--- src/rtl/pool_window_gather.sv ---
// Gathers a raster stream of conv samples into non-overlapping 2x2 windows and
// presents each window for HOLD cycles, followed by a one-cycle gap, to the pool stage.
module pool_window_gather #(
  parameter int IMG_W = 28,
  parameter int IMG_H = 28,
  parameter int HOLD  = 4
) (
  input  logic        clk,
  input  logic        rst,
  input  logic        din_vld,
  input  logic [15:0] din,
  output logic        din_rdy,
  output logic        nums_vld,
  output logic [15:0] num1,
  output logic [15:0] num2,
  output logic [15:0] num3,
  output logic [15:0] num4,
  output logic        frame_done
);

  localparam int CW = $clog2(IMG_W);
  localparam int RW = $clog2(IMG_H);
  localparam int HW = $clog2(HOLD);
  localparam logic [CW-1:0] COL_LAST  = CW'(IMG_W - 1);
  localparam logic [RW-1:0] ROW_LAST  = RW'(IMG_H - 1);
  localparam logic [HW-1:0] HOLD_LAST = HW'(HOLD - 1);

  typedef enum logic [1:0] {S_COLLECT, S_HOLD, S_GAP} state_t;

  state_t        state_reg, state_next;
  logic [CW-1:0] col_reg;
  logic [RW-1:0] row_reg;
  logic [HW-1:0] hold_cnt_reg;
  logic [15:0]   bl_reg;
  logic          last_reg;
  logic [15:0]   line_buf [IMG_W];

  logic accept;
  logic win_done;

  // Acceptance depends only on registered state, keeping din_rdy free of input paths.
  assign accept   = din_vld && (state_reg == S_COLLECT);
  assign win_done = accept && row_reg[0] && col_reg[0];

  always_ff @(posedge clk or posedge rst) begin
    if (rst) begin
      col_reg <= '0;
      row_reg <= '0;
    end else if (accept) begin
      if (col_reg == COL_LAST) begin
        col_reg <= '0;
        row_reg <= (row_reg == ROW_LAST) ? '0 : row_reg + RW'(1);
      end else begin
        col_reg <= col_reg + CW'(1);
      end
    end
  end

  // Top row of each window pair; contents persist across frames and reset.
  always_ff @(posedge clk) begin
    if (accept && !row_reg[0])
      line_buf[col_reg] <= din;
  end

  always_ff @(posedge clk or posedge rst) begin
    if (rst) begin
      bl_reg   <= '0;
      num1     <= '0;
      num2     <= '0;
      num3     <= '0;
      num4     <= '0;
      last_reg <= 1'b0;
    end else begin
      if (accept && row_reg[0] && !col_reg[0])
        bl_reg <= din;
      if (win_done) begin
        num1     <= line_buf[col_reg - CW'(1)];
        num2     <= line_buf[col_reg];
        num3     <= bl_reg;
        num4     <= din;
        last_reg <= (row_reg == ROW_LAST) && (col_reg == COL_LAST);
      end
    end
  end

  always_ff @(posedge clk or posedge rst) begin
    if (rst) begin
      state_reg    <= S_COLLECT;
      hold_cnt_reg <= '0;
    end else begin
      state_reg    <= state_next;
      hold_cnt_reg <= (state_reg == S_HOLD) ? hold_cnt_reg + HW'(1) : '0;
    end
  end

  always_comb begin
    state_next = state_reg;
    din_rdy    = 1'b0;
    nums_vld   = 1'b0;
    frame_done = 1'b0;
    case (state_reg)
      S_COLLECT: begin
        din_rdy = 1'b1;
        if (win_done)
          state_next = S_HOLD;
      end
      S_HOLD: begin
        nums_vld = 1'b1;
        if (hold_cnt_reg == HOLD_LAST)
          state_next = S_GAP;
      end
      S_GAP: begin
        frame_done = last_reg;
        state_next = S_COLLECT;
      end
      default: state_next = S_COLLECT;
    endcase
  end

endmodule

--- config.mk ---
export PLATFORM = sky130hd
export DESIGN_NAME = pool_window_gather
export DESIGN_NICKNAME = d
export VERILOG_FILES = /design/src/rtl/pool_window_gather.sv
export SDC_FILE = /design/constraint.sdc
export NUM_CORES = 1
export LEC_CHECK = 0
export CAP_MARGIN = 20
export CORE_MARGIN = 1
export CORE_UTILIZATION = 35
export CTS_BUF_LIST = sky130_fd_sc_hd__clkbuf_8
export DETAILED_ROUTE_END_ITERATION = 8
export GPL_ROUTABILITY_DRIVEN = 0
export PLACE_DENSITY_LB_ADDON = 0.1
export SETUP_SLACK_MARGIN = 0.3
export SYNTH_ARGS = -nofsm -noshare
export SYNTH_HDL_FRONTEND = slang
export SYNTH_SLANG_ARGS = --single-unit
--- constraint.sdc ---
create_clock -name clk -period 3.5 [get_ports clk]
set_input_delay 0.525 -clock clk [delete_from_list [all_inputs] [get_ports clk]]
set_output_delay 0.525 -clock clk [all_outputs]
set_load 0.05 [all_outputs]
==> results.cfg, run 1 <==
[clock_network]
clk_latency_ps = 700
clk_path_buf_depth = 3
cts_tree = built
ctsHtreeMaxLevel = 3
tritoncts.num_buffers = 96
holdBufCountCts = 0
clk_pin_slew_ps = 70
cts.sinks = 543
cts-root-buf = clkbuf_8

[floorplan]
rows = 96
ios = 86
die_h_um = 266
initial_core_util = 0.354
die_area_um2 = 70500
die_w_um = 266
fp.coreArea_um2 = 68700

[worst_setup_path]
reg2regPathDepth = 9
rr_endpoint = num1[13]$_DFFE_PP0P_
r2r_slack_ps = 610
arrival_ps = 3490
crit_path_end_kind = register
r2r_start = col_reg[0]$_DFFE_PP0N_
crit_path_start_kind = register
critPathRequiredTime_ps = 4100
cp_max_fo = 22
worst-setup-path-type = reg2reg

[global_routing]
antenna_found_initial = 2
track_usage = 0.222
use_met2 = 0.341
grt_pass1_vias = 15100
grt.busiest_layer = met2
grt_util_met3 = 0.0432
grt_pass1_wl_um = 111000
met1_usage = 0.321
grt_overflow_total = 0
grt_max_degree = 74

[power]
irDropWorstVdd_mv = 0.622
p_leak_nw = 9.98
total_power_mw = 26.1
power_density_nw_per_um2 = 908

[synthesis]
yosysUniqueCellTypes = 54
yosys.area.top_type_share = 0.553
synth.top_cells.by_area = edfxtp_1 55%, mux4_2 15%, dfrtp_1 9.8%
synth_edf_count = 448
syn_nets = 1493
ys_warn_count = 0
ys.flop_type = edfxtp_1
ys_async_sr_fraction = 0.175
syn_inst = 1468
synth.largest_area_cell = edfxtp_1
ys_seq_elements = 543
postSynthAreaPerCell_um2 = 16.6
synth_seq_area_share = 0.651
netlist_area_um2 = 24300

[run]
cap_violations = 0

[timing]
slew-limit-headroom = 0.275
rsz0062_at_grt = false
tns_ps = 0
finalHoldViolations = 0
fmax_mhz = 346
slew_violations = 0
finClkSkew_ps = 28.9
tightest_slew_ps = 1080
final-setup-viol-count = 0
period_needed_ps = 2890
fin_crit_sh = 0.826

[detailed_routing]
firstDrtPassIters = 7
vias_per_cell = 5.52
drc = 0
via_count = 14800
drtIter0Drc = 1342
drtAntennaViolNets = 0
finalWirelength_um = 77400
avgRoutedWirePerCell_um = 28.9

[place]
dp_hpwl_um = 52900
placed_cells = 2492
io_buffers = 85
placed_area_um2 = 26800

[status]
status = completed

[final_layout]
fin_util = 0.418
stdcell_area_um2 = 28700
stdcell_count = 2676
finalNetCount = 1687
multi_input_area_um2 = 7970
seq_area_um2 = 15800
largest_register_ffs = 448
drive_gt1_frac = 0.306
syn2layout_area_growth_pct = 18.2
top_register = line_buf
fill_cells = 6373

[hold_path]
min_path_type = in2async
-- stage by stage --
step                hold slack, ps  setup WS [ps]
global placement               424            538
floorplan                      410            498
finish                         229            609
detailed placement             437            480
CTS                            191            464
global route                   231            512
-- cells in the final DEF, fill, tap and decap left out, types with 23 or more instances in the layout --
cell / n
mux2_2: 82
dfrtp_1: 93
nor2b_1: 23
nor2_1: 66
edfxtp_1: 448
o22ai_1: 32
clkdlybuf4s50_1: 85
inv_1: 23
nor2_2: 29
clkbuf_8: 100
mux2i_1: 25
nand2_1: 194
buf_4: 101
mux4_2: 160
clkinv_1: 28
-- repair_timing --
action | 4_1_cts | 5_1_grt
setup buffers | 0 | 2
setup endpoints to repair | 0 | 1
resized for setup | 0 | 0
-- synth_stat cells (4+ instances only) --
cell	instances
o21ai_0	9
o2111ai_1	10
inv_1	4
a2111oi_0	17
nand2_1	194
mux2_2	82
buf_6	7
a221oi_1	10
edfxtp_1	448
a22o_1	13
nor2_1	94
buf_4	17
a22oi_1	13
o311a_1	16
dfrtp_1	95
mux4_2	160
nor2b_1	23
o31ai_1	17
buf_2	54
ha_1	6
nand3_1	21
nor3_1	4
o21a_1	10
mux2i_1	25
o22ai_1	32
clkbuf_1	21
nand2b_1	5
o211ai_1	18
-- layer usage --
metal / vias up / part of all wire
met5: - / 0
met4: 0 / 0.017
met3: 84 / 0.067
met2: 503 / 0.46
met1: 7903 / 0.45
li1: 6269 / -
-- worst max-delay path, stage by stage, from the launching register on --
cell	delay, ps
dfrtp_4	520
inv_2	220
ha_4	440
buf_12	270
buf_4	220
mux4_2	190
nor2_1	40
o22ai_1	390
o211ai_1	240
o31ai_1	270
-- worst max path at each step --
stage,to,slack (ps),depth (start not counted),start
floorplan,bl_reg[0]$_DFFE_PP0P_,500,1,rst
global placement,num1[9]$_DFFE_PP0P_,540,8,col_reg[0]$_DFFE_PP0N_
detailed placement,num1[9]$_DFFE_PP0P_,480,8,col_reg[0]$_DFFE_PP0N_
CTS,num1[9]$_DFFE_PP0P_,460,8,col_reg[0]$_DFFE_PP0N_
global route,num2[4]$_DFFE_PP0P_,510,7,col_reg[0]$_DFFE_PP0N_
finish,num1[13]$_DFFE_PP0P_,610,9,col_reg[0]$_DFFE_PP0N_
-- layout make-up --
type / instances / share of cell area
Antenna cell: 2 / 0.000174
Clock buffer: 100 / 0.0479
Clock inverter: 79 / 0.0168
Inverter: 6 / 0.000871
Multi-Input combinational cell: 816 / 0.277
Sequential cell: 543 / 0.551
Tap cell: 931 / 0.0405
Timing Repair Buffer: 199 / 0.0655
-- cells by family (layout without fill, tap and decap cells) --
| group | Yosys count | after routing | share of synthesized area |
|---|---|---|---|
| fa+ha+maj | 6 | 6 | 0.00309 |
| flops | 543 | 543 | 0.651 |
| other cells | 0 | 2 | 0 |
| buf+inv | 109 | 384 | 0.0262 |
| mux | 267 | 267 | 0.196 |
| simple gates | 354 | 354 | 0.0610 |
| compound gates | 181 | 181 | 0.0582 |
| xor+xnor | 8 | 8 | 0.00396 |
-- where the power goes --
part | leakage (nW) | total [mW] | switching, mW | internal, mW
clock network | 1.04 | 5.79 | 2.74 | 3.04
registers | 5.31 | 8.20 | 0.534 | 7.66
logic | 3.63 | 12.1 | 7.28 | 4.85
Note: power is estimated with default switching activity, not from simulation.
==> run 2, diff against run 1 <==
Clock period 3.5 ns to 3 ns, I/O delays scaled along.
==> run 2 against run 1 <==
  * Critical endpoint is now num1[3]$_DFFE_PP0P_
  * Critical path type unchanged
  * Final area up 1.2%
  * Critical path depth unchanged
  * Combinational power up 21%
  * Flip-flop and latch count unchanged
  * Maximum frequency is 9.5% higher
  * Register-to-register slack worse by 250 ps
  * Clock skew up 18 ps
  * Count of clock-buffer cells in the layout is 9 higher
  * Non-clock buffer count up 29
  * Routed wire length grew 7.7%
==> results.cfg, run 2 (synthesized netlist as in run 1, its figures left out) <==
[global_routing]
grt_pass1_wl_um = 118000
grt_max_degree = 96
grt_pass1_vias = 15300
grt_overflow_total = 0
antenna_found_initial = 3
track_usage = 0.239

[timing]
tightest_slew_ps = 1020
finClkSkew_ps = 47.2
rsz0062_at_grt = true
finalHoldViolations = 0
slew_violations = 0
final-setup-viol-count = 0
tns_ps = 0
period_needed_ps = 2640
fmax_mhz = 379
fin_ws_ps = 361
fin_crit_sh = 0.880
slew-limit-headroom = 0.318

[final_layout]
syn2layout_area_growth_pct = 19.7
top_register = line_buf
finalNetCount = 1717
drive_gt1_frac = 0.315
fill_cells = 6245
final_cell_mix = 448 x edfxtp_1, 194 x nand2_1, 160 x mux4_2, 118 x buf_4, 109 x clkbuf_8
mostFrequentLayoutCell = edfxtp_1
largest_register_ffs = 448
multi_input_area_um2 = 7990
seq_area_um2 = 15800

[worst_setup_path]
cp_max_fo = 36
r2r_start = col_reg[0]$_DFFE_PP0N_
worst-setup-path-type = reg2reg
arrival_ps = 3190
critPathRequiredTime_ps = 3550
crit_path_end_kind = register
cp_cell_sequence = inv_2 > ha_4 > buf_12 > buf_4 > mux4_2 > nor2_1 > o22ai_1 > o211ai_1 > o31ai_1
cp_slowest_stage_delay_ps = 530
crit_path_start_kind = register
slowest_stage = dfrtp_4
path_buf_inv = 3
crit_family = buffers and inverters
startpoint = col_reg[0]$_DFFE_PP0N_

[floorplan]
fp.coreArea_um2 = 68700
ios = 86
initial_core_util = 0.354
die_area_um2 = 70500
rows = 96
die_w_um = 266
die_h_um = 266

[power]
irDropWorstVdd_mv = 0.838
power_density_nw_per_um2 = 1060
p_leak_nw = 10.2

[clock_network]
cts_tree = built
clk_latency_ps = 700
clk_pin_slew_ps = 60
tritoncts.num_buffers = 97
clk_path_buf_depth = 3
cts-root-buf = clkbuf_8
cts.sinks = 543
ctsHtreeMaxLevel = 3
post_cts_buffers = 0

[detailed_routing]
firstDrtPassIters = 5
finalWirelength_um = 83400
drtIter0Drc = 1599
vias_per_cell = 5.60
avgRoutedWirePerCell_um = 30.8
drtAntennaViolNets = 0
drc = 0
via_count = 15200

[place]
io_buffers = 85
dp_hpwl_um = 57300
place_ws_ps = 222

[run]
cap_violations = 0

[status]
status = completed

[hold_path]
min_path_type = in2async
==> run 2: cell count changes in the layout (fill, tap and decap cells not counted), moves of 2 or more <==
| cell | delta |
|---|---|
| inv_1 | +18 |
| buf_4 | +17 |
| buf_12 | +13 |
| clkinv_1 | -11 |
| clkinv_2 | -11 |
| clkbuf_8 | +9 |
| bufinv_16 | -4 |
| clkinvlp_4 | +2 |
| nor2b_1 | -2 |
| nor2b_2 | +2 |
==> run 2: area by class of cell <==
type / count / share of cell area
flip-flops and latches: 543 / 0.544
multi-input cells: 816 / 0.275
repair buffers: 228 / 0.0772
clock buffers: 109 / 0.0515
well taps: 931 / 0.0400
clock inverters: 71 / 0.0115
inverters: 6 / 0.000903
diodes: 1 / 0.0000860
==> run 2: tightest hold or removal path, cell delays in order <==
cell             delay (ps)
clkdlybuf4s50_1         440
clkinvlp_4               90
buf_12                  380
==> run 2: power by group <==
group	total (mW)	internal, mW	switching [mW]
registers	9.52	8.94	0.573
logic	14.7	5.75	8.93
clock network	6.54	3.41	3.13
==> run 2: final timing paths <==
path / endpoint / slack, ps / depth (start not counted)
max: num1[3]$_DFFE_PP0P_ / 360 / 9
min: num2[14]$_DFFE_PP0P_ / 260 / 3
max reg2reg: num1[3]$_DFFE_PP0P_ / 360 / 9
min reg2reg: hold_cnt_reg[0]$_DFF_PP0_ / 440 / 1
max in group asynchronous: num3[11]$_DFFE_PP0P_ / 2170 / 3
min in group clk: hold_cnt_reg[0]$_DFF_PP0_ / 440 / 1
==> run 2: per-stage QoR <==
step                       util  hold WS (ps)  instance area (µm²)  instances  total power, mW
final                     0.424           256                29100       2705             30.7
after global routing      0.424           253                29100       2705             31.9
after CTS                 0.423           272                29100       2704             30.9
after detailed placement  0.397           442                27300       2524             24.3
after global placement    0.397           422                27300       2524             24.3
after floorplan               -           410                24300       1468             18.5
==> run 2: layer usage <==
| layer | up-vias | wire length (µm) | global-route usage |
|---|---|---|---|
| met5 | - | 0 | 0 |
| met4 | 0 | 1850 | 0.0631 |
| met3 | 92 | 5370 | 0.0462 |
| met2 | 634 | 39200 | 0.379 |
| met1 | 8093 | 36900 | 0.337 |
| li1 | 6341 | - | - |
==> run 2: what timing repair did <==
item                       CTS  global route
hold buffers                 0             0
gates resized for setup      0             3
setup endpoints to repair    0             4
==> run 3, diff against run 2 <==
Settings changed: CELL_PAD_IN_SITES_DETAIL_PLACEMENT set to 0, CELL_PAD_IN_SITES_GLOBAL_PLACEMENT set to 2, TNS_END_PERCENT set to 10.
==> run 3 against run 2 <==
  * Total power decreased by 1.1%
  * Final area decreased by 0.42%
  * Clock skew decreased by 6.4 ps
  * Highest routed layer is now met5
==> results.cfg, run 3 (synthesized netlist as in run 1, its figures left out) <==
[status]
status = completed

[detailed_routing]
drtIter0Drc = 1412
finalWirelength_um = 80800
highest_layer = met5
firstDrtPassIters = 5
via_count = 14800
drc = 0
drtAntennaViolNets = 0
wl_met3_um = 5750
dr_wl_met2_um = 37000
avgRoutedWirePerCell_um = 30.1
wl_met1_um = 36400
vias_per_cell = 5.50

[timing]
period_needed_ps = 2730
fin_crit_sh = 0.909
slew-limit-headroom = 0.347
slew_violations = 0
rsz0062_at_grt = true
tightest_slew_ps = 977
tns_ps = 0
fin_ws_ps = 274
finalHoldViolations = 0
final-setup-viol-count = 0
finClkSkew_ps = 40.8
fmax_mhz = 367

[run]
cap_violations = 0

[final_layout]
largest_register_ffs = 448
mostFrequentLayoutCell = edfxtp_1
finalNetCount = 1692
fill_cells = 6273
stdcell_count = 2686
top_register = line_buf
fin_util = 0.422
syn2layout_area_growth_pct = 19.2
final_cell_mix = 448 x edfxtp_1, 194 x nand2_1, 160 x mux4_2, 110 x clkbuf_8, 93 x dfrtp_1
drive_gt1_frac = 0.310

[clock_network]
cts_tree = built
clk_latency_ps = 690
clk_pin_slew_ps = 60
tritoncts.num_buffers = 98
clk_path_buf_depth = 3
ctsHtreeMaxLevel = 3
cts-root-buf = clkbuf_8
cts.sinks = 543
holdBufCountCts = 0
post_cts_buffers = 0

[worst_setup_path]
rr_endpoint = num1[6]$_DFFE_PP0P_
r2r_slack_ps = 270
cp_slowest_stage_delay_ps = 700
worst-setup-path-type = reg2reg
crit_path_end_kind = register
crit_path_start_kind = register
cp_max_fo = 19
critPathRequiredTime_ps = 3560
path_buf_inv = 2
cp_cell_sequence = inv_2 > ha_4 > buf_4 > nor2b_1 > a2111oi_1 > o311a_1 > o31ai_1
arrival_ps = 3290
r2r_start = col_reg[0]$_DFFE_PP0N_
slowest_stage = a2111oi_1
reg2regPathDepth = 7
crit_family = compound AO/OA/AOI/OAI gates

[floorplan]
initial_core_util = 0.354
rows = 96
ios = 86
die_h_um = 266
die_w_um = 266
die_area_um2 = 70500
fp.coreArea_um2 = 68700

[hold_path]
min_path_type = in2async

[place]
dp_hpwl_um = 54000
placed_cells = 2498
io_buffers = 85
place_ws_ps = 106

[power]
power_density_nw_per_um2 = 1050
total_power_mw = 30.4
p_leak_nw = 10.1
irDropWorstVdd_mv = 1.05

[global_routing]
grt_overflow_total = 0
grt_max_degree = 78
track_usage = 0.232
grt_pass1_vias = 15300
antenna_found_initial = 5
grt_pass1_wl_um = 115000
==> run 3: layer usage <==
| metal | global-route usage | up-vias |
|---|---|---|
| met5 | 0 | - |
| met3 | 0.0542 | 92 |
| met1 | 0.330 | 7857 |
| met2 | 0.355 | 516 |
| met4 | 0.0657 | 2 |
| li1 | - | 6296 |
==> run 3: final cells by class <==
cell class / count / area (µm²) / share of cell area
clock buffer: 110 / 1510 / 0.0522
clock inverter: 75 / 380 / 0.0131
multi-input combinational: 816 / 8020 / 0.277
antenna: 3 / 7.51 / 0.000259
tap: 931 / 1160 / 0.0402
sequential: 543 / 15800 / 0.546
timing repair buffer: 202 / 2040 / 0.0703
inverter: 6 / 26.3 / 0.000907
==> run 3: through the flow <==
stage / hold WS, ps / cell area (µm²)
finish: 209 / 29000
global route: 239 / 29000
CTS: 175 / 28900
detailed placement: 431 / 27000
global placement: 423 / 27000
floorplan: 410 / 24300
==> run 3: how the worst max path moves through the flow <==
| stage | startpoint | end | slack [ps] | cells after the start |
|---|---|---|---|---|
| after global placement | col_reg[1]$_DFFE_PP0N_ | num1[6]$_DFFE_PP0P_ | 190 | 7 |
| final | col_reg[0]$_DFFE_PP0N_ | num1[6]$_DFFE_PP0P_ | 270 | 7 |
| after global routing | col_reg[1]$_DFFE_PP0N_ | num1[9]$_DFFE_PP0P_ | 180 | 8 |
| after CTS | col_reg[1]$_DFFE_PP0N_ | num1[12]$_DFFE_PP0P_ | 190 | 7 |
| after floorplan | col_reg[1]$_DFFE_PP0N_ | num1[4]$_DFFE_PP0P_ | 280 | 11 |
| after detailed placement | col_reg[1]$_DFFE_PP0N_ | num1[4]$_DFFE_PP0P_ | 110 | 8 |
==> run 3: power by group <==
part           internal [mW]  switching (mW)
Combinational           5.53            8.64
Clock                   3.54            3.18
Sequential              8.94           0.568
==> run 3: worst register-to-register path: stages, from the launching register on <==
cell       delay (ps)
dfrtp_4           480
inv_2              70
ha_4              550
buf_4             370
nor2b_1            90
a2111oi_1         700
o311a_1           270
o31ai_1            80
==> run 3: repair_timing <==
action                                  in CTS  in global routing
pin swaps                                    0                  0
endpoints found under the hold margin        0                  0
endpoints found under the setup margin      10                 14
resized for setup                            1                  8
